--- config.mk ---
export PLATFORM = sky130hd
export DESIGN_NAME = itype_inst_encoder_flat
export DESIGN_NICKNAME = d
export VERILOG_FILES = /design/src/rtl/itype_inst_encoder_pkg.sv /design/src/rtl/itype_inst_encoder_if.sv /design/src/rtl/inst_fifo2.sv /design/src/rtl/itype_inst_encoder.sv /design/src/flat_wrapper.sv
export SDC_FILE = /design/constraint.sdc
export NUM_CORES = 1
export LEC_CHECK = 0
export CORE_MARGIN = 5
export CORE_UTILIZATION = 25
export CTS_CLUSTER_DIAMETER = 200
export CTS_CLUSTER_SIZE = 10
export DETAILED_ROUTE_END_ITERATION = 6
export GPL_TIMING_DRIVEN = 0
export HOLD_SLACK_MARGIN = 0.15
export PLACE_DENSITY = 0.44
export SETUP_SLACK_MARGIN = 0.4
export SLEW_MARGIN = 20
export SYNTH_ARGS = -nofsm -noshare
export SYNTH_HDL_FRONTEND = slang
export SYNTH_SLANG_ARGS = --single-unit
--- constraint.sdc ---
create_clock -name clk -period 3.5 [get_ports clk]
set_clock_uncertainty 0.15 [all_clocks]
set_input_delay 0.525 -clock clk [delete_from_list [all_inputs] [get_ports clk]]
set_output_delay 0.525 -clock clk [all_outputs]
set_load 0.1 [all_outputs]
--- src/rtl/itype_inst_encoder_pkg.sv ---
// Shared types and helpers for the I-type instruction encoder.
//   inst_type_e     : supported I-type major opcodes
//   i_type_t        : I-type field bundle, packed in instruction bit order
//   is_legal_itype  : legality check for a field bundle
package itype_inst_encoder_pkg;

  typedef enum logic [6:0] {
    OP_IMM = 7'b0010011,
    LOAD   = 7'b0000011,
    JALR   = 7'b1100111
  } inst_type_e;

  // Field order matches the instruction word, so a cast yields the encoding.
  typedef struct packed {
    logic [11:0] imm;
    logic [4:0]  rs1;
    logic [2:0]  func3;
    logic [4:0]  rd;
    logic [6:0]  opcode;
  } i_type_t;

  localparam logic [2:0] F3_LB        = 3'b000;
  localparam logic [2:0] F3_LH        = 3'b001;
  localparam logic [2:0] F3_LW        = 3'b010;
  localparam logic [2:0] F3_LBU       = 3'b100;
  localparam logic [2:0] F3_LHU       = 3'b101;
  localparam logic [2:0] F3_SLLI      = 3'b001;
  localparam logic [2:0] F3_SRLI_SRAI = 3'b101;
  localparam logic [2:0] F3_JALR      = 3'b000;

  localparam logic [6:0] FUNCT7_SRLI = 7'b0000000;
  localparam logic [6:0] FUNCT7_SRAI = 7'b0100000;

  function automatic logic is_legal_itype(i_type_t inst);
    logic       legal;
    logic [6:0] funct7;
    funct7 = inst.imm[11:5];
    legal  = 1'b0;
    case (inst.opcode)
      OP_IMM: begin
        // Shift immediates reuse imm[11:5] as funct7.
        if (inst.func3 == F3_SLLI) begin
          legal = (funct7 == FUNCT7_SRLI);
        end else if (inst.func3 == F3_SRLI_SRAI) begin
          legal = (funct7 == FUNCT7_SRLI) || (funct7 == FUNCT7_SRAI);
        end else begin
          legal = 1'b1;
        end
      end
      LOAD:    legal = inst.func3 inside {F3_LB, F3_LH, F3_LW, F3_LBU, F3_LHU};
      JALR:    legal = (inst.func3 == F3_JALR);
      default: legal = 1'b0;
    endcase
    return legal;
  endfunction

endpackage

--- src/rtl/itype_inst_encoder_if.sv ---
// Field-bundle input stream and encoded-word output stream.
//   in_*  : valid/ready bundle stream (master drives valid + fields)
//   out_* : valid/ready instruction stream (slave drives valid + inst)
interface itype_inst_encoder_if;
  logic        in_valid;
  logic        in_ready;
  logic [6:0]  in_opcode;
  logic [4:0]  in_rd;
  logic [2:0]  in_func3;
  logic [4:0]  in_rs1;
  logic [11:0] in_imm;
  logic        out_valid;
  logic        out_ready;
  logic [31:0] out_inst;

  modport master (
    output in_valid, in_opcode, in_rd, in_func3, in_rs1, in_imm, out_ready,
    input  in_ready, out_valid, out_inst
  );

  modport slave (
    input  in_valid, in_opcode, in_rd, in_func3, in_rs1, in_imm, out_ready,
    output in_ready, out_valid, out_inst
  );
endinterface

--- src/rtl/inst_fifo2.sv ---
// 2-entry, 32-bit synchronous FIFO.
//   clk, rst : clock, asynchronous active-high reset
//   push     : write wdata (caller ensures count < 2 unless popping)
//   pop      : drop head (caller ensures count != 0)
//   rdata    : head entry, straight from a register
//   count    : occupancy 0..2
module inst_fifo2 (
  input  logic        clk,
  input  logic        rst,
  input  logic        push,
  input  logic        pop,
  input  logic [31:0] wdata,
  output logic [31:0] rdata,
  output logic [1:0]  count
);

  logic [31:0] head_q, head_d, tail_q, tail_d;
  logic [1:0]  count_q, count_d;

  always_comb begin
    head_d  = head_q;
    tail_d  = tail_q;
    count_d = count_q;
    unique case ({push, pop})
      2'b10: begin
        if (count_q == 2'd0) head_d = wdata;
        else                 tail_d = wdata;
        count_d = count_q + 2'd1;
      end
      2'b01: begin
        head_d  = tail_q;
        count_d = count_q - 2'd1;
      end
      2'b11: begin
        // Occupancy unchanged; head advances to the next word in order.
        if (count_q == 2'd1) begin
          head_d = wdata;
        end else begin
          head_d = tail_q;
          tail_d = wdata;
        end
      end
      default: ;
    endcase
  end

  always_ff @(posedge clk or posedge rst) begin
    if (rst) begin
      head_q  <= '0;
      tail_q  <= '0;
      count_q <= '0;
    end else begin
      head_q  <= head_d;
      tail_q  <= tail_d;
      count_q <= count_d;
    end
  end

  assign rdata = head_q;
  assign count = count_q;

endmodule

--- src/rtl/itype_inst_encoder.sv ---
// Streaming I-type instruction encoder.
//   clk, rst      : clock, asynchronous active-high reset
//   bus           : bundle input / encoded word output streams
//   illegal       : registered one-cycle pulse after a rejected bundle
//   inst_count    : words taken by the consumer (wraps)
//   illegal_count : rejected bundles (saturates)
module itype_inst_encoder
  import itype_inst_encoder_pkg::*;
#(
  parameter int unsigned CNT_W = 16,
  parameter int unsigned ILL_W = 8
) (
  input  logic               clk,
  input  logic               rst,
  itype_inst_encoder_if.slave bus,
  output logic               illegal,
  output logic [CNT_W-1:0]   inst_count,
  output logic [ILL_W-1:0]   illegal_count
);

  i_type_t    bundle;
  logic       accept, legal, push, pop, reject;
  logic [1:0] fifo_count;
  logic       illegal_q;
  logic [CNT_W-1:0] inst_count_q;
  logic [ILL_W-1:0] illegal_count_q;

  assign bundle = '{imm: bus.in_imm, rs1: bus.in_rs1, func3: bus.in_func3,
                    rd: bus.in_rd, opcode: bus.in_opcode};
  assign legal  = is_legal_itype(bundle);

  // in_ready depends only on registered occupancy, never on out_ready.
  assign bus.in_ready  = (fifo_count != 2'd2);
  assign bus.out_valid = (fifo_count != 2'd0);
  assign accept = bus.in_valid && bus.in_ready;
  assign push   = accept && legal;
  assign reject = accept && !legal;
  assign pop    = bus.out_valid && bus.out_ready;

  inst_fifo2 u_fifo (
    .clk   (clk),
    .rst   (rst),
    .push  (push),
    .pop   (pop),
    .wdata (bundle),
    .rdata (bus.out_inst),
    .count (fifo_count)
  );

  always_ff @(posedge clk or posedge rst) begin
    if (rst) begin
      illegal_q       <= 1'b0;
      inst_count_q    <= '0;
      illegal_count_q <= '0;
    end else begin
      illegal_q <= reject;
      if (pop) inst_count_q <= inst_count_q + 1'b1;
      if (reject && (illegal_count_q != {ILL_W{1'b1}})) begin
        illegal_count_q <= illegal_count_q + 1'b1;
      end
    end
  end

  assign illegal       = illegal_q;
  assign inst_count    = inst_count_q;
  assign illegal_count = illegal_count_q;

endmodule
--- src/flat_wrapper.sv ---
// flat-port wrapper written by rule: the top's interface ports become plain ports
module itype_inst_encoder_flat import itype_inst_encoder_pkg::*;
#(
  parameter int unsigned CNT_W = 16,
  parameter int unsigned ILL_W = 8
)
  (clk, rst, illegal, inst_count, illegal_count, bus_in_valid, bus_in_opcode, bus_in_rd, bus_in_func3, bus_in_rs1, bus_in_imm, bus_out_ready, bus_in_ready, bus_out_valid, bus_out_inst);
  itype_inst_encoder_if bus_i ();
  input  logic clk;
  input  logic rst;
  output logic illegal;
  output logic [CNT_W-1:0] inst_count;
  output logic [ILL_W-1:0] illegal_count;
  input wire logic [$bits(bus_i.in_valid)-1:0] bus_in_valid;
  input wire logic [$bits(bus_i.in_opcode)-1:0] bus_in_opcode;
  input wire logic [$bits(bus_i.in_rd)-1:0] bus_in_rd;
  input wire logic [$bits(bus_i.in_func3)-1:0] bus_in_func3;
  input wire logic [$bits(bus_i.in_rs1)-1:0] bus_in_rs1;
  input wire logic [$bits(bus_i.in_imm)-1:0] bus_in_imm;
  input wire logic [$bits(bus_i.out_ready)-1:0] bus_out_ready;
  output wire logic [$bits(bus_i.in_ready)-1:0] bus_in_ready;
  output wire logic [$bits(bus_i.out_valid)-1:0] bus_out_valid;
  output wire logic [$bits(bus_i.out_inst)-1:0] bus_out_inst;
  assign bus_i.in_valid = bus_in_valid;
  assign bus_i.in_opcode = bus_in_opcode;
  assign bus_i.in_rd = bus_in_rd;
  assign bus_i.in_func3 = bus_in_func3;
  assign bus_i.in_rs1 = bus_in_rs1;
  assign bus_i.in_imm = bus_in_imm;
  assign bus_i.out_ready = bus_out_ready;
  assign bus_in_ready = bus_i.in_ready;
  assign bus_out_valid = bus_i.out_valid;
  assign bus_out_inst = bus_i.out_inst;
  itype_inst_encoder #(.CNT_W(CNT_W), .ILL_W(ILL_W)) u_core (.clk(clk), .rst(rst), .bus(bus_i), .illegal(illegal), .inst_count(inst_count), .illegal_count(illegal_count));
endmodule
==> reports/summary.txt <==
Clock sinks = 91
Pins Over Slew Limit = 0
Flops & latches, synth = 91
GRT Total Usage = 10.9%
Pleak = 2.55 nW
CTS Buffer Depth = 2
Post-DP HPWL = 7230 um
DR WL/cell = 15.7 um
Yosys cell types = 39
Area of the mapped netlist = 4120 um^2
Power Density = 993 nW/um^2
Row count = 47
GRT Residual Overflow = 0
Total length of routed wires = 10,200 um
Area contributors post-synth = dfrtp_1, mux2_2, mux2_1
Most common library cells after synthesis = dfrtp_1, mux2_2, a22o_1, mux2_1, nand2_1
Root buffer cell = clkbuf_16
Initial antenna violation count = 1
H-tree depth = 3
Detail Route Antenna Nets = 0
Gpl congestion = 0.729
Area Growth Syn to Fin = 41.3%
CP Class = reg -> out
Ports = 95
Cells after Synth = 315
Worst Hold Class = reg -> reg
Starting DRT DRC Count = 142
Maximum VDD drop = 760 uV
Pin count of the biggest net entering global routing = 51
First-pass GRT wire length = 16,700 um
Die ar. = 19,100 um^2
EDFF count, synth = 0
Floorplan core area = 16,300 um^2
Max-Slew Margin vs Limit = 33.3%
Syn Nets = 359
Most frequent cell after synthesis = dfrtp_1
Pre-antenna DRT Iters = 4
Final nets = 466
Achievable Freq = 0.337 GHz
Final Total Pwr = 5.78 mW
Tmin final = 2.97 ns
Die X = 138 um
Setup crit start kind = flop
Skew-Pair Late Insertion Delay = 0.33 ns
CP Data Required Time = 2.82 ns
Post-Syn Area per Cell = 13.1 um^2
Ys async rst share = 100%
Post-route clock period utilization = 84.8%
Drc violations = 0
Status = complete, no violations
CP endpoint kind = output pin
Final Hold Fails = 0
Cell accounting for the most synthesized area = dfrtp_1
Worst-margin pin slew = 0.998 ns
Total CTS buffers = 9
Critical Path AT = 2.29 ns
Die Y = 138 um
TritonCTS clock tree = done
CTS clk-pin slew, worst paths = 0.06 ns
Fillers = 1,667
Yosys top cell area share = 55.3%
Share of cells above drive strength 1 = 20.0%
Count of final setup violators = 0
Starting Density = 25.2%
Max Cap Viol = 0
Multi-input logic area = 1790 um^2
Post-route setup TNS = 0 ns
Vias in the first global route = 3,082
Via count normalized by instance count = 4.41
Sequential-to-total area share from yosys stat = 55.3%
Yosys warns = 0
Ys flop type = dfrtp_1
RSZ-0062 raised after global routing = yes
Port Buffer Count = 94
Hold-fix buffers, CTS = 0
CP max FO = 4
Vias = 2,856
Register area = 2280 um^2
[worst max-delay path: stages (launching register included)]
cell and delay, ns:
dfrtp_1 0.38, inv_1 0.08, ha_1 0.26, inv_1 0.10, clkdlybuf4s50_1 1.13
[final timing paths]
path	from	to	slack, ns	cells past startpoint
max	u_core.u_fifo.count[0]	bus_out_valid	0.53	4
min	u_core.inst_count[15]	u_core.inst_count[15]	0.33	1
max reg2reg	u_core.u_fifo.count[0]	u_core.u_fifo.rdata[29]	0.66	11
min reg2reg	u_core.inst_count[15]	u_core.inst_count[15]	0.33	1
max in group asynchronous	rst	u_core.u_fifo.tail_q[20]	2.19	3
min in group asynchronous	rst	u_core.u_fifo.rdata[0]	0.42	2
[final cells by class]
cell class | instances | share of cell area (%)
Tap cell | 220 | 4.73
Clock buffer | 11 | 4.17
Antenna cell | 1 | 0.0430
Multi-Input combinational cell | 200 | 30.8
Timing Repair Buffer | 96 | 16.4
Sequential cell | 91 | 39.1
Clock inverter | 4 | 1.29
Buffer | 13 | 2.58
Inverter | 11 | 0.860
[power by group]
part / switching [mW] / internal, mW / total [mW]
Sequential: 0.198 / 1.35 / 1.55
Combinational: 2.34 / 0.843 / 3.19
Clock: 0.398 / 0.641 / 1.04
Total: 2.94 / 2.84 / 5.78
[registers in the layout, indices dropped and copies added (netlist names)]
name / cells
u_core.inst_count: 16
u_core.illegal_count: 8
u_core.u_fifo.tail_q: 32
u_core.u_fifo.count: 2
u_core.illegal: 1
u_core.u_fifo.rdata: 32
[metrics by stage]
stage	hold slack [ns]	instances	util (%)	area [um^2]	setup WS (ns)
after global routing	0.341	647	35.6	5820	0.386
after floorplan	0.314	315	-	4120	0.407
after detailed placement	0.316	630	32.8	5370	-1.02
after global placement	0.311	629	32.6	5340	-1.22
after CTS	0.330	646	35.4	5790	0.385
final	0.325	647	35.6	5820	0.533
[routing by layer]
| layer | GRT usage [%] | vias up | share of wire (%) |
|---|---|---|---|
| met3 | 2.73 | 11 | 4.9 |
| met5 | 0 | - | 0 |
| li1 | - | 1342 | - |
| met2 | 17.2 | 72 | 48 |
| met4 | 5.20 | 0 | 2.1 |
| met1 | 14.1 | 1431 | 45 |
[layout by cell type, fill, tap and decap left out, drive strengths merged, types with 3 or more instances in the layout]
cell           synthesis  layout
nand4                  5       5
inv                   10      10
nor2                   9       9
nand2                 17      17
nand3                  6       6
xor2                   8       8
clkdlybuf4s50          0      83
buf                    7      12
xnor2                 14      14
nand2b                 3       3
dfrtp                 91      91
a21oi                  3       3
clkinvlp               0       3
nor2b                  3       3
dlygate4sd2            0       9
ha                     8       8
nor3                   4       4
a22o                  32      32
clkbuf                 6      16
mux2                  66      66
nand4b                 3       3
[kinds of logic after synthesis]
kind of cell / Yosys count / share of synthesized area [%]
buffers and inverters: 24 / 2.76
AOI/OAI and AO/OA: 45 / 9.26
adders and majority gates: 8 / 2.43
DFF: 91 / 55.3
xor gates and xnor gates: 22 / 4.68
and+or+nand+nor: 59 / 7.53
muxes: 66 / 18.0
[repair_timing]
action                                  CTS  global route
pin swaps                                 2             1
buffers inserted                          1             0
endpoints found under the setup margin   66            60
gates resized for setup                  44            16
(Power assumes the default switching activity.)
==> RTL change: new RTL, config.mk and constraints unchanged <==
Reset style: synchronous (`rst`), changed in 2 clocked blocks. Comments in the files are not updated.
--- a/src/rtl/inst_fifo2.sv
+++ b/src/rtl/inst_fifo2.sv
@@ -45,5 +45,5 @@
   end
 
-  always_ff @(posedge clk or posedge rst) begin
+  always_ff @(posedge clk) begin
     if (rst) begin
       head_q  <= '0;
--- a/src/rtl/itype_inst_encoder.sv
+++ b/src/rtl/itype_inst_encoder.sv
@@ -48,5 +48,5 @@
   );
 
-  always_ff @(posedge clk or posedge rst) begin
+  always_ff @(posedge clk) begin
     if (rst) begin
       illegal_q       <= 1'b0;
Behaviour: differs if rst is asserted again (counterexample within 4 cycles, from zero or initial values and one cycle with rst high); with rst held inactive, the same outputs for 4 cycles.
==> RTL change against the original RTL <==
Sequential cell count did not move. Worst setup slack worse by 0.018 ns. Synthesized area shrank 3.4%. Non-clock buffer count rose by 32. Count of clock-buffer cells in the layout increased by 1. Design area grew 5.4%. Wire length rose by 25%.
Power is not compared: it rests on default switching activity, and its combinational part moved more than twofold at a synthesized area within 25%.
==> RTL change: results (changes against the original RTL) <==
stage;metric;value;unit;change
final_layout;insertedDiodeCount;0;;-1
grt;grt_pass1_vias;3738;;+21%
power_and_ir_drop;vdd_ir_drop_max;0.3693;mV;
grt;antenna_found_initial;0;;-1
detailed_routing;finalWirelength;12690;µm;+25%
final_layout;nets;623;;+34%
grt;grt_usage;13.87;%;+2.9 points
grt;grt_max_degree;15;;-71%
clock_network;htreeDepth;3;;unchanged
logic_synthesis;yosys-top-cells-count;91 x dfxtp_1, 85 x nand2_1, 55 x nor2_1, 44 x a21oi_1, 32 x a22oi_1;;
grt;grt_pass1_wl;20130;µm;+21%
critical_path;cp_slowest_cell;or3_4;;
clock_network;clockBufferDepth;2;;unchanged
detailed_routing;viasPerCell;4.608;;+4.4%
logic_synthesis;async_reset_ff_share;0;%;-100 points
sta;tightest_slew;1.003;ns;+0.004787 ns
sta;tns;0;ns;unchanged
logic_synthesis;ys_warn_count;0;;unchanged
logic_synthesis;ys_seq_area_share;45.80;%;-9.5 points
detailed_routing;drt_iter0_drc;213;;+50%
clock_network;clkTransAtPathRegs;0.07;ns;
logic_synthesis;synth_fa_ha_area_share;2.517;%;+0.086 points
place;placed_cell_area;5228;µm²;-2.6%
place;place_congestion;0.7542;;+3.4%
logic_synthesis;muxShareOfSynthArea;0.2517;%;-18 points
status;status;finished clean;;
logic_synthesis;synthXorXnorAreaFrac;3.523;%;-1.2 points
clock_network;clk_latency;0.34;ns;
logic_synthesis;yosys-top-cells-area;dfxtp_1 46%, a211oi_2 8.8%, nand2_1 8.0%;;
place;portBuffers;93;;-1.1%
logic_synthesis;synth_top_area_share;45.80;%;-9.5 points
logic_synthesis;synth.distinct_cells;35;;-10%
clock_network;cts_root_buffer;clkbuf_16;;
logic_synthesis;synth-compound-area-share;25.26;%;+16 points
sta;setup_violations;0;;unchanged
logic_synthesis;synth_nets;500;;+39%
place;pre_cts_slack;-0.6612;ns;+0.3626 ns
critical_path;slowest_delay;0.44;ns;-0.69 ns
final_layout;drive_above_1_share;23.12;%;+3.2 points
critical_path;cp_max_fo;10;;+6
clock_network;cts-buffers-inserted;9;;unchanged
detailed_routing;drt_pre_antenna_iters;4;;unchanged
place;dp_hpwl;8781;µm;+21%
critical_path;arrival;3.10;ns;+0.81 ns
power_and_ir_drop;cellLeakagePower;2.105;nW;
hold_path;min_path_type;register to register;;
RTL change: cell count changes in the layout (fill, tap and decap cells not counted), sizes merged, moves of 8 or more:
cell	delta
a21oi	+41
buf	+11
xnor2	-12
a211oi	+34
nand2	+68
a22oi	+32
o21ai	+8
a22o	-32
nor2	+46
clkbuf	+26
dfxtp	+91
mux2	-66
dfrtp	-91
RTL change: worst paths after layout:
check	to	startpoint	cells after the start	slack, ns
setup / recovery	u_core.u_fifo.tail_q[12]	bus_in_opcode[6]	13	0.51
hold / removal	u_core.u_fifo.tail_q[24]	u_core.u_fifo.tail_q[24]	2	0.31
setup reg to reg	u_core.u_fifo.tail_q[12]	u_core.u_fifo.count[0]	12	0.64
hold reg to reg	u_core.u_fifo.tail_q[24]	u_core.u_fifo.tail_q[24]	2	0.31
RTL change: cells by family (layout without fill, tap and decap cells):
family / Yosys count / after routing
compound gates: 130 / 130
xor+xnor: 16 / 16
fa+ha+maj: 8 / 8
buf+inv: 40 / 168
flops: 91 / 91
mux: 1 / 1
simple gates: 170 / 170
RTL change: critical path: cells and delay by family:
kind	cells	cell delay (ns)
compound gates	4	0.76
fa+ha+maj	1	0.17
buf+inv	4	0.89
simple gates	4	0.75
RTL change: stage by stage:
| stage | std cells | hold WS [ns] |
|---|---|---|
| 3_3_place_gp | 765 | 0.2919 |
| 3_5_place_dp | 765 | 0.2971 |
| 2_1_floorplan | 456 | 0.2860 |
| 6_report | 800 | 0.3058 |
| 5_1_grt | 800 | 0.3156 |
| 4_1_cts | 800 | 0.2976 |
RTL change: repair_timing:
action,in CTS,in global routing
hold endpoints to repair,0,0
hold buffers,0,0
cloned,5,0
setup buffers,14,0
pin swaps,10,5
gates resized for setup,98,15
setup endpoints to repair,64,67
RTL change: cell type report:
class                           instances  area [µm²]
Fill cell                            1621        9635
Multi-Input combinational cell        325        2247
Sequential cell                        91        1822
Timing Repair Buffer                  112        1089
Buffer                                 29       330.3
Tap cell                              216       270.3
Clock buffer                           12       256.5
Clock inverter                          4       72.57
Inverter                               11       47.55
RTL change: where the power goes:
group / internal (W) / total, W / leakage (nW) / switching [W]
logic: 0.000449 / 0.00152 / 1.21 / 0.00107
registers: 0.00113 / 0.00119 / 0.736 / 0.0000624
clock network: 0.000664 / 0.00107 / 0.159 / 0.000410
RTL change: routing by layer:
| metal | vias up | GRT usage (%) | routed length, µm |
|---|---|---|---|
| met5 | - | 0 | 0 |
| met4 | 0 | 4.927 | 227 |
| met3 | 18 | 2.036 | 400 |
| met2 | 63 | 23.36 | 6145 |
| met1 | 1770 | 18.04 | 5914 |
| li1 | 1835 | - | - |
